$ cat src/rtl/dmem_wr_arbiter_pkg.sv
// Shared defaults and entry layout for the per-core store buffering and
// round-robin write arbiter in front of the data memory.
package dmem_arb_pkg;

    localparam int NCORE_DEF = 8;
    localparam int AW_DEF    = 32;
    localparam int DW_DEF    = 32;
    localparam int DEPTH_DEF = 4;

    localparam int SRCW = $clog2(NCORE_DEF);
    localparam int PTRW = $clog2(DEPTH_DEF);

    // Buffered store: address in the upper field, write data in the lower.
    typedef struct packed {
        logic [AW_DEF-1:0] addr;
        logic [DW_DEF-1:0] wdata;
    } entry_t;

    function automatic entry_t pack_entry(input logic [AW_DEF-1:0] addr,
                                          input logic [DW_DEF-1:0] wdata);
        entry_t e;
        e.addr  = addr;
        e.wdata = wdata;
        return e;
    endfunction

endpackage

$ cat src/rtl/dmem_wr_arbiter_wr_fifo.sv
// Small synchronous FIFO holding one core's pending stores. Pop on empty and
// push on full (without a same-cycle pop) are ignored.
module wr_fifo
    import dmem_arb_pkg::*;
#(
    parameter int W     = AW_DEF + DW_DEF,
    parameter int DEPTH = DEPTH_DEF
) (
    input  logic                     clk,
    input  logic                     reset,
    input  logic                     push,
    input  logic                     pop,
    input  logic [W-1:0]             din,
    output logic [W-1:0]             dout,
    output logic                     full,
    output logic                     empty,
    output logic [$clog2(DEPTH):0]   count
);

    localparam int PW = $clog2(DEPTH);
    localparam int CW = PW + 1;

    logic [W-1:0]  mem_q [DEPTH];
    logic [PW-1:0] rd_q, rd_d;
    logic [PW-1:0] wr_q, wr_d;
    logic [CW-1:0] cnt_q, cnt_d;
    logic          do_push_s;
    logic          do_pop_s;

    // Qualify push/pop against occupancy and compute next pointers/count.
    always_comb begin
        do_pop_s  = pop && (cnt_q != {CW{1'b0}});
        // A pop in the same cycle frees the slot a push on a full FIFO needs.
        do_push_s = push && ((cnt_q != CW'(DEPTH)) || do_pop_s);
        if (do_pop_s) begin
            rd_d = rd_q + PW'(1);
        end else begin
            rd_d = rd_q;
        end
        if (do_push_s) begin
            wr_d = wr_q + PW'(1);
        end else begin
            wr_d = wr_q;
        end
        cnt_d = cnt_q + (do_push_s ? CW'(1) : CW'(0)) - (do_pop_s ? CW'(1) : CW'(0));
    end

    // Storage array; contents are don't-care while the pointers say empty.
    always_ff @(posedge clk) begin
        if (do_push_s && reset) begin
            mem_q[wr_q] <= din;
        end
    end

    // Pointer and occupancy state.
    always_ff @(posedge clk) begin
        if (!reset) begin
            rd_q  <= {PW{1'b0}};
            wr_q  <= {PW{1'b0}};
            cnt_q <= {CW{1'b0}};
        end else begin
            rd_q  <= rd_d;
            wr_q  <= wr_d;
            cnt_q <= cnt_d;
        end
    end

    assign dout  = mem_q[rd_q];
    assign full  = (cnt_q == CW'(DEPTH));
    assign empty = (cnt_q == {CW{1'b0}});
    assign count = cnt_q;

endmodule

$ cat src/rtl/dmem_wr_arbiter.sv
// Buffers each core's stores in its own FIFO and drains them one per cycle
// onto a registered dmem write port, round-robin across cores.
module dmem_wr_arbiter
    import dmem_arb_pkg::*;
#(
    parameter int NCORE = NCORE_DEF,
    parameter int AW    = AW_DEF,
    parameter int DW    = DW_DEF,
    parameter int DEPTH = DEPTH_DEF
) (
    input  logic                       clk,
    input  logic                       reset,
    input  logic [NCORE-1:0]           core_we,
    input  logic [NCORE*AW-1:0]        core_addr,
    input  logic [NCORE*DW-1:0]        core_wdata,
    output logic [NCORE-1:0]           core_full,
    output logic                       mem_we,
    output logic [AW-1:0]              mem_addr,
    output logic [DW-1:0]              mem_wdata,
    output logic [$clog2(NCORE)-1:0]   mem_src,
    output logic [NCORE-1:0]           overflow,
    output logic                       idle
);

    localparam int SW = $clog2(NCORE);
    localparam int EW = AW + DW;
    localparam int CW = $clog2(DEPTH) + 1;

    logic [EW-1:0]    fifo_dout_s  [NCORE];
    logic [CW-1:0]    fifo_count_s [NCORE];
    logic [NCORE-1:0] fifo_full_s;
    logic [NCORE-1:0] fifo_empty_s;
    logic [NCORE-1:0] grant_vec_s;
    logic             grant_valid_s;
    logic [SW-1:0]    grant_idx_s;
    logic [SW:0]      scan_s;
    logic             all_empty_s;

    logic [SW-1:0]    ptr_q, ptr_d;
    logic             mem_we_q, mem_we_d;
    logic [AW-1:0]    mem_addr_q, mem_addr_d;
    logic [DW-1:0]    mem_wdata_q, mem_wdata_d;
    logic [SW-1:0]    mem_src_q, mem_src_d;
    logic [NCORE-1:0] overflow_q, overflow_d;

    for (genvar gi = 0; gi < NCORE; gi++) begin : g_fifo
        wr_fifo #(
            .W     (EW),
            .DEPTH (DEPTH)
        ) u_fifo (
            .clk   (clk),
            .reset (reset),
            .push  (core_we[gi]),
            .pop   (grant_vec_s[gi]),
            .din   ({core_addr[gi*AW +: AW], core_wdata[gi*DW +: DW]}),
            .dout  (fifo_dout_s[gi]),
            .full  (fifo_full_s[gi]),
            .empty (fifo_empty_s[gi]),
            .count (fifo_count_s[gi])
        );
    end

    // Round-robin scan: first non-empty FIFO starting at ptr_q, wrapping.
    always_comb begin
        grant_valid_s = 1'b0;
        grant_idx_s   = ptr_q;
        scan_s        = {(SW+1){1'b0}};
        for (int k = 0; k < NCORE; k++) begin
            scan_s = {1'b0, ptr_q} + (SW+1)'(k);
            if (scan_s >= (SW+1)'(NCORE)) begin
                scan_s = scan_s - (SW+1)'(NCORE);
            end else begin
                scan_s = scan_s;
            end
            if (!grant_valid_s && !fifo_empty_s[scan_s[SW-1:0]]) begin
                grant_valid_s = 1'b1;
                grant_idx_s   = scan_s[SW-1:0];
            end else begin
                grant_valid_s = grant_valid_s;
            end
        end
        grant_vec_s = {NCORE{1'b0}};
        if (grant_valid_s) begin
            grant_vec_s[grant_idx_s] = 1'b1;
        end else begin
            grant_vec_s = {NCORE{1'b0}};
        end
    end

    // Next-state for the write bus, RR pointer and sticky drop flags.
    always_comb begin
        mem_we_d    = grant_valid_s;
        mem_addr_d  = mem_addr_q;
        mem_wdata_d = mem_wdata_q;
        mem_src_d   = mem_src_q;
        ptr_d       = ptr_q;
        if (grant_valid_s) begin
            mem_addr_d  = fifo_dout_s[grant_idx_s][EW-1:DW];
            mem_wdata_d = fifo_dout_s[grant_idx_s][DW-1:0];
            mem_src_d   = grant_idx_s;
            if (grant_idx_s == SW'(NCORE-1)) begin
                ptr_d = {SW{1'b0}};
            end else begin
                ptr_d = grant_idx_s + SW'(1);
            end
        end else begin
            ptr_d = ptr_q;
        end
        // A full FIFO still accepts a store when it is popped this cycle.
        overflow_d = overflow_q | (core_we & fifo_full_s & ~grant_vec_s);
    end

    // Output register, RR pointer and overflow flags.
    always_ff @(posedge clk) begin
        if (!reset) begin
            ptr_q       <= {SW{1'b0}};
            mem_we_q    <= 1'b0;
            mem_addr_q  <= {AW{1'b0}};
            mem_wdata_q <= {DW{1'b0}};
            mem_src_q   <= {SW{1'b0}};
            overflow_q  <= {NCORE{1'b0}};
        end else begin
            ptr_q       <= ptr_d;
            mem_we_q    <= mem_we_d;
            mem_addr_q  <= mem_addr_d;
            mem_wdata_q <= mem_wdata_d;
            mem_src_q   <= mem_src_d;
            overflow_q  <= overflow_d;
        end
    end

    // Idle needs every FIFO drained and nothing left on the bus.
    always_comb begin
        all_empty_s = 1'b1;
        for (int k = 0; k < NCORE; k++) begin
            if (fifo_count_s[k] != {CW{1'b0}}) begin
                all_empty_s = 1'b0;
            end else begin
                all_empty_s = all_empty_s;
            end
        end
    end

    assign core_full = fifo_full_s;
    assign mem_we    = mem_we_q;
    assign mem_addr  = mem_addr_q;
    assign mem_wdata = mem_wdata_q;
    assign mem_src   = mem_src_q;
    assign overflow  = overflow_q;
    assign idle      = all_empty_s && !mem_we_q;

endmodule
$ cat config.mk
export PLATFORM = sky130hd
export DESIGN_NAME = dmem_wr_arbiter
export DESIGN_NICKNAME = d
export VERILOG_FILES = /design/src/rtl/dmem_wr_arbiter_pkg.sv /design/src/rtl/dmem_wr_arbiter_wr_fifo.sv /design/src/rtl/dmem_wr_arbiter.sv
export SDC_FILE = /design/constraint.sdc
export NUM_CORES = 2
export LEC_CHECK = 0
export ABC_CLOCK_PERIOD_IN_PS = 18600
export BUFFER_PORTS_ARGS = -buffer_cell sky130_fd_sc_hd__buf_2
export CORE_ASPECT_RATIO = 0.75
export CORE_MARGIN = 5
export CORE_UTILIZATION = 42
export DETAILED_ROUTE_END_ITERATION = 8
export PLACE_DENSITY_LB_ADDON = 0.3
export SYNTH_ARGS = -nofsm -noshare
export SYNTH_HDL_FRONTEND = slang
export SYNTH_SLANG_ARGS = --single-unit
export TNS_END_PERCENT = 20
$ cat constraint.sdc
create_clock -name clk -period 18.6 [get_ports clk]
set_input_delay 2.79 -clock clk [delete_from_list [all_inputs] [get_ports clk]]
set_output_delay 2.79 -clock clk [all_outputs]
set_load 0.05 [all_outputs]
==> run_results.csv <==
group,metric,value,unit
setup_path,ff2ff_path_depth,15,
min_path,holdPathStages,2,
final_layout,final_nets,5351,
logic_synthesis,synth_fp_nets,4697,
logic_synthesis,ys.flop_type,"edfxtp_1",
logic_synthesis,synth_top_area_share,72.0,%
final_layout,areaGrowthSynthToFinish,15.2,%
final_layout,multiInputGateArea,0.0199,mm²
sta,min_period,7.75,ns
grt,grt_use_total,21.8,%
logic_synthesis,ys_types,81,
pwr,power.density,162,mW/mm²
final_layout,post-route-util,48.6,%
final_layout,regArea,0.0646,mm²
clock_network,root_buffer,"clkbuf_16",
setup_path,worst_ep_arrival_time,8.20,ns
logic_synthesis,synthesis.instances,4119,
setup_path,crit_chain,"inv_2 -> ha_1 -> nor4_1 -> a2111oi_0 -> nor4_4 -> o21ai_0 -> a2111o_1 -> o31ai_4 -> buf_4 -> nand2_8 -> buf_4 -> nor4_4 -> o21a_1 -> and3_4 -> buf_4",
setup_path,crit_top_cell,"buf_4",
setup_path,critPathMaxFanout,81,
final_layout,final_cell_mix,"edfxtp_1, buf_2, mux4_2",
final_layout,nFillCells,16400,
setup_path,start_kind,"flip-flop",
routing,postRouteAntennaNets,0,
setup_path,critPathKind,"flip-flop to flip-flop",
final_layout,final_area,0.0984,mm²
pwr,switching_share,36.2,%
sta,timing.fmax,129,MHz
clock_network,clockBufferDepth,4,
pwr,p_leak,31.9,nW
sta,tightest_slew,1.17,ns
min_path,min_path_type,"flip-flop to flip-flop",
placed_design,io_buffers,606,
routing,drt_iter0_markers,4321,
pwr,power_frac_seq,38.8,%
placed_design,dp_hpwl,163,mm
setup_path,cp-end-kind,"flip-flop",
logic_synthesis,synth_seq_cells,2199,
setup_path,crit_slowest_cell,"dfxtp_1",
placed_design,gp_congestion,0.840,
clock_network,cts_setup_buffers,0,
sta,rsz0062_at_grt,"no",
pwr,total_power,0.0159,W
die,die_w,531,µm
die,start_util,42.2,%
die,die_area,0.213,mm²
setup_path,crit_family,"simple AND/OR/NAND/NOR gates",
grt,grt_pass1_wl,330,mm
sta,finalCritPeriodShare,41.7,%
sta,clock_skew,0.0927,ns
pwr,switching_power,0.00576,W
die,die_y,401,µm
final_layout,final_common_cell,"edfxtp_1",
logic_synthesis,synth_area_leaders,"edfxtp_1, mux4_2, dfxtp_1, mux2_2, nand3_1",
logic_synthesis,synth_seq_area_share,75.5,%
routing,vias,43500,
clock_network,hold_buffers,0,
routing,dr.pass1.iters,5,
routing,route.final.wire_length,235,mm
sta,setup_viol,0,
placed_design,placed_area,0.0916,mm²
clock_network,insertion_delay,0.87,ns
pwr,ir_worst_vdd,0.463,mV
clock_network,clkTransAtPathRegs,0.06,ns
grt,grt_max_degree,82,
die,coreArea,0.202,mm²
die,rows,143,
clock_network,ctsHtreeMaxLevel,4,
pwr,p_int,0.0101,W
logic_synthesis,avgSynthCellArea,20.7,µm²
grt,antenna_found_initial,180,
sta,fin_setup_tns,0,ns
setup_path,cp.depth,15,
sta,relSlewSlack,22.2,%
pwr,pwr-share-clk,26.2,%
setup_path,slowest_delay,0.78,ns
clock_network,clkSinkCount,2199,
routing,wl_per_cell,30.6,µm
logic_synthesis,netlist_area,0.0854,mm²
routing,vias_per_cell,5.67,
logic_synthesis,synth-edff-count,2048,
sta,final-hold-violation-count,0,
run_status,status,"completed",
flow_run,drv_cap,0,
logic_synthesis,synth-async-reset-ratio,0,%
setup_path,cp_num_buf_inv,4,
setup_path,required,19.05,ns
clock_network,cts_tree,"yes",
sta,maxSlewViolCount,0,
pwr,power.share.combinational,35.0,%
routing,drc,0,
die,io_pins,607,
logic_synthesis,synth_top_area_cell,"edfxtp_1",
grt,overflow,0,
clock_network,cts_resized,0,
logic_synthesis,yosys_warnings,0,
clock_network,cts_buffers,213,
final_layout,drive_gt1_share,34.1,%
grt,grt_pass1_vias,43700,
cells by family (layout without fill, tap and decap cells):
| family | Yosys count | count (layout) | share of synthesized area, % |
|---|---|---|---|
| xor+xnor | 33 | 33 | 0.347 |
| other cells | 0 | 56 | 0 |
| simple gates | 512 | 512 | 3.17 |
| buf+inv | 305 | 1125 | 1.47 |
| compound gates | 347 | 347 | 3.04 |
| fa+ha+maj | 56 | 56 | 0.890 |
| flops | 2199 | 2199 | 75.5 |
| mux | 667 | 667 | 15.6 |
routing by layer:
metal	vias to the layer above	global-route usage [%]	part of all wire, %
li1	18500	-	-
met1	22800	27.9	38
met2	1660	36.8	50
met3	505	5.71	8.2
met4	74	6.29	3.2
met5	-	0	0.19
synthesized netlist by cell type (all sizes together) (5+ instances only):
cell type and n:
clkbuf 175, dfxtp 151, and3 21, a21boi 29, nand3 177, nor4b 6, nand2 117, and2 32
nand4 18, inv 63, nand2b 8, a211o 28, mux2 103, mux2i 46, a211oi 7, a21oi 23
xnor2 27, nor2 70, xor2 6, nor4 20, ha 48, o22ai 7, mux4 518, o41ai 5
nor3 19, o211ai 67, o21a 5, a2111oi 5, o21ai 48, buf 67, fa 8, a22oi 57
a31oi 5, a21o 5, a22o 28, edfxtp 2048, or3 7
worst paths after layout:
path / start / endpoint / slack, ns
setup / recovery: ptr_q[1]$_SDFFE_PN0N_ / g_fifo[7].u_fifo.mem_q[1][53]$_DFFE_PP_ / 10.85
hold / removal: overflow[3]$_SDFF_PN0_ / overflow[3]$_SDFF_PN0_ / 0.45
setup reg to reg: ptr_q[1]$_SDFFE_PN0N_ / g_fifo[7].u_fifo.mem_q[1][53]$_DFFE_PP_ / 10.85
hold reg to reg: overflow[3]$_SDFF_PN0_ / overflow[3]$_SDFF_PN0_ / 0.45
power groups by stage:
stage	Sequential (W)	Combinational [W]	Clock, W
global placement	0.00626	0.00562	0
CTS	0.00617	0.00570	0.00424
detailed placement	0.00627	0.00568	0
finish	0.00617	0.00557	0.00416
floorplan	0.00633	0.00341	0
global route	0.00620	0.00591	0.00446
stage by stage:
| step | hold WS [ns] | setup WS [ns] | cells |
|---|---|---|---|
| 6_report | 0.452 | 10.85 | 7677 |
| 2_1_floorplan | 0.449 | 9.53 | 4119 |
| 3_5_place_dp | 0.444 | 10.97 | 7240 |
| 3_3_place_gp | 0.438 | 11.03 | 7240 |
| 5_1_grt | 0.462 | 10.45 | 7638 |
| 4_1_cts | 0.454 | 10.96 | 7621 |
state kept, by name (all words and copies together), names as in the netlist, named ones only:
signal	flops
g_fifo.u_fifo.count	24
mem_src	3
ptr_q	3
mem_addr	32
g_fifo.u_fifo.mem_q	2048
mem_wdata	32
overflow	8
g_fifo.u_fifo.wr_q	16
mem_we	1
g_fifo.u_fifo.rd_q	16
layout make-up:
cell class	instances	share of cell area, %
inverters	63	0.240
well taps	2682	3.41
clock buffers	272	5.79
clock inverters	109	0.953
flip-flops and latches	2199	65.6
repair buffers	681	3.65
multi-input cells	1615	20.2
diodes	56	0.142
worst min-delay path: cells and delay by family, from the launching register on:
family	cells	cell delay, ns
AO/OA/AOI/OAI	1	0.05
buffers and inverters	1	0.05
flip-flops	1	0.31
No activity file was read; power rests on OpenSTA's default activity.
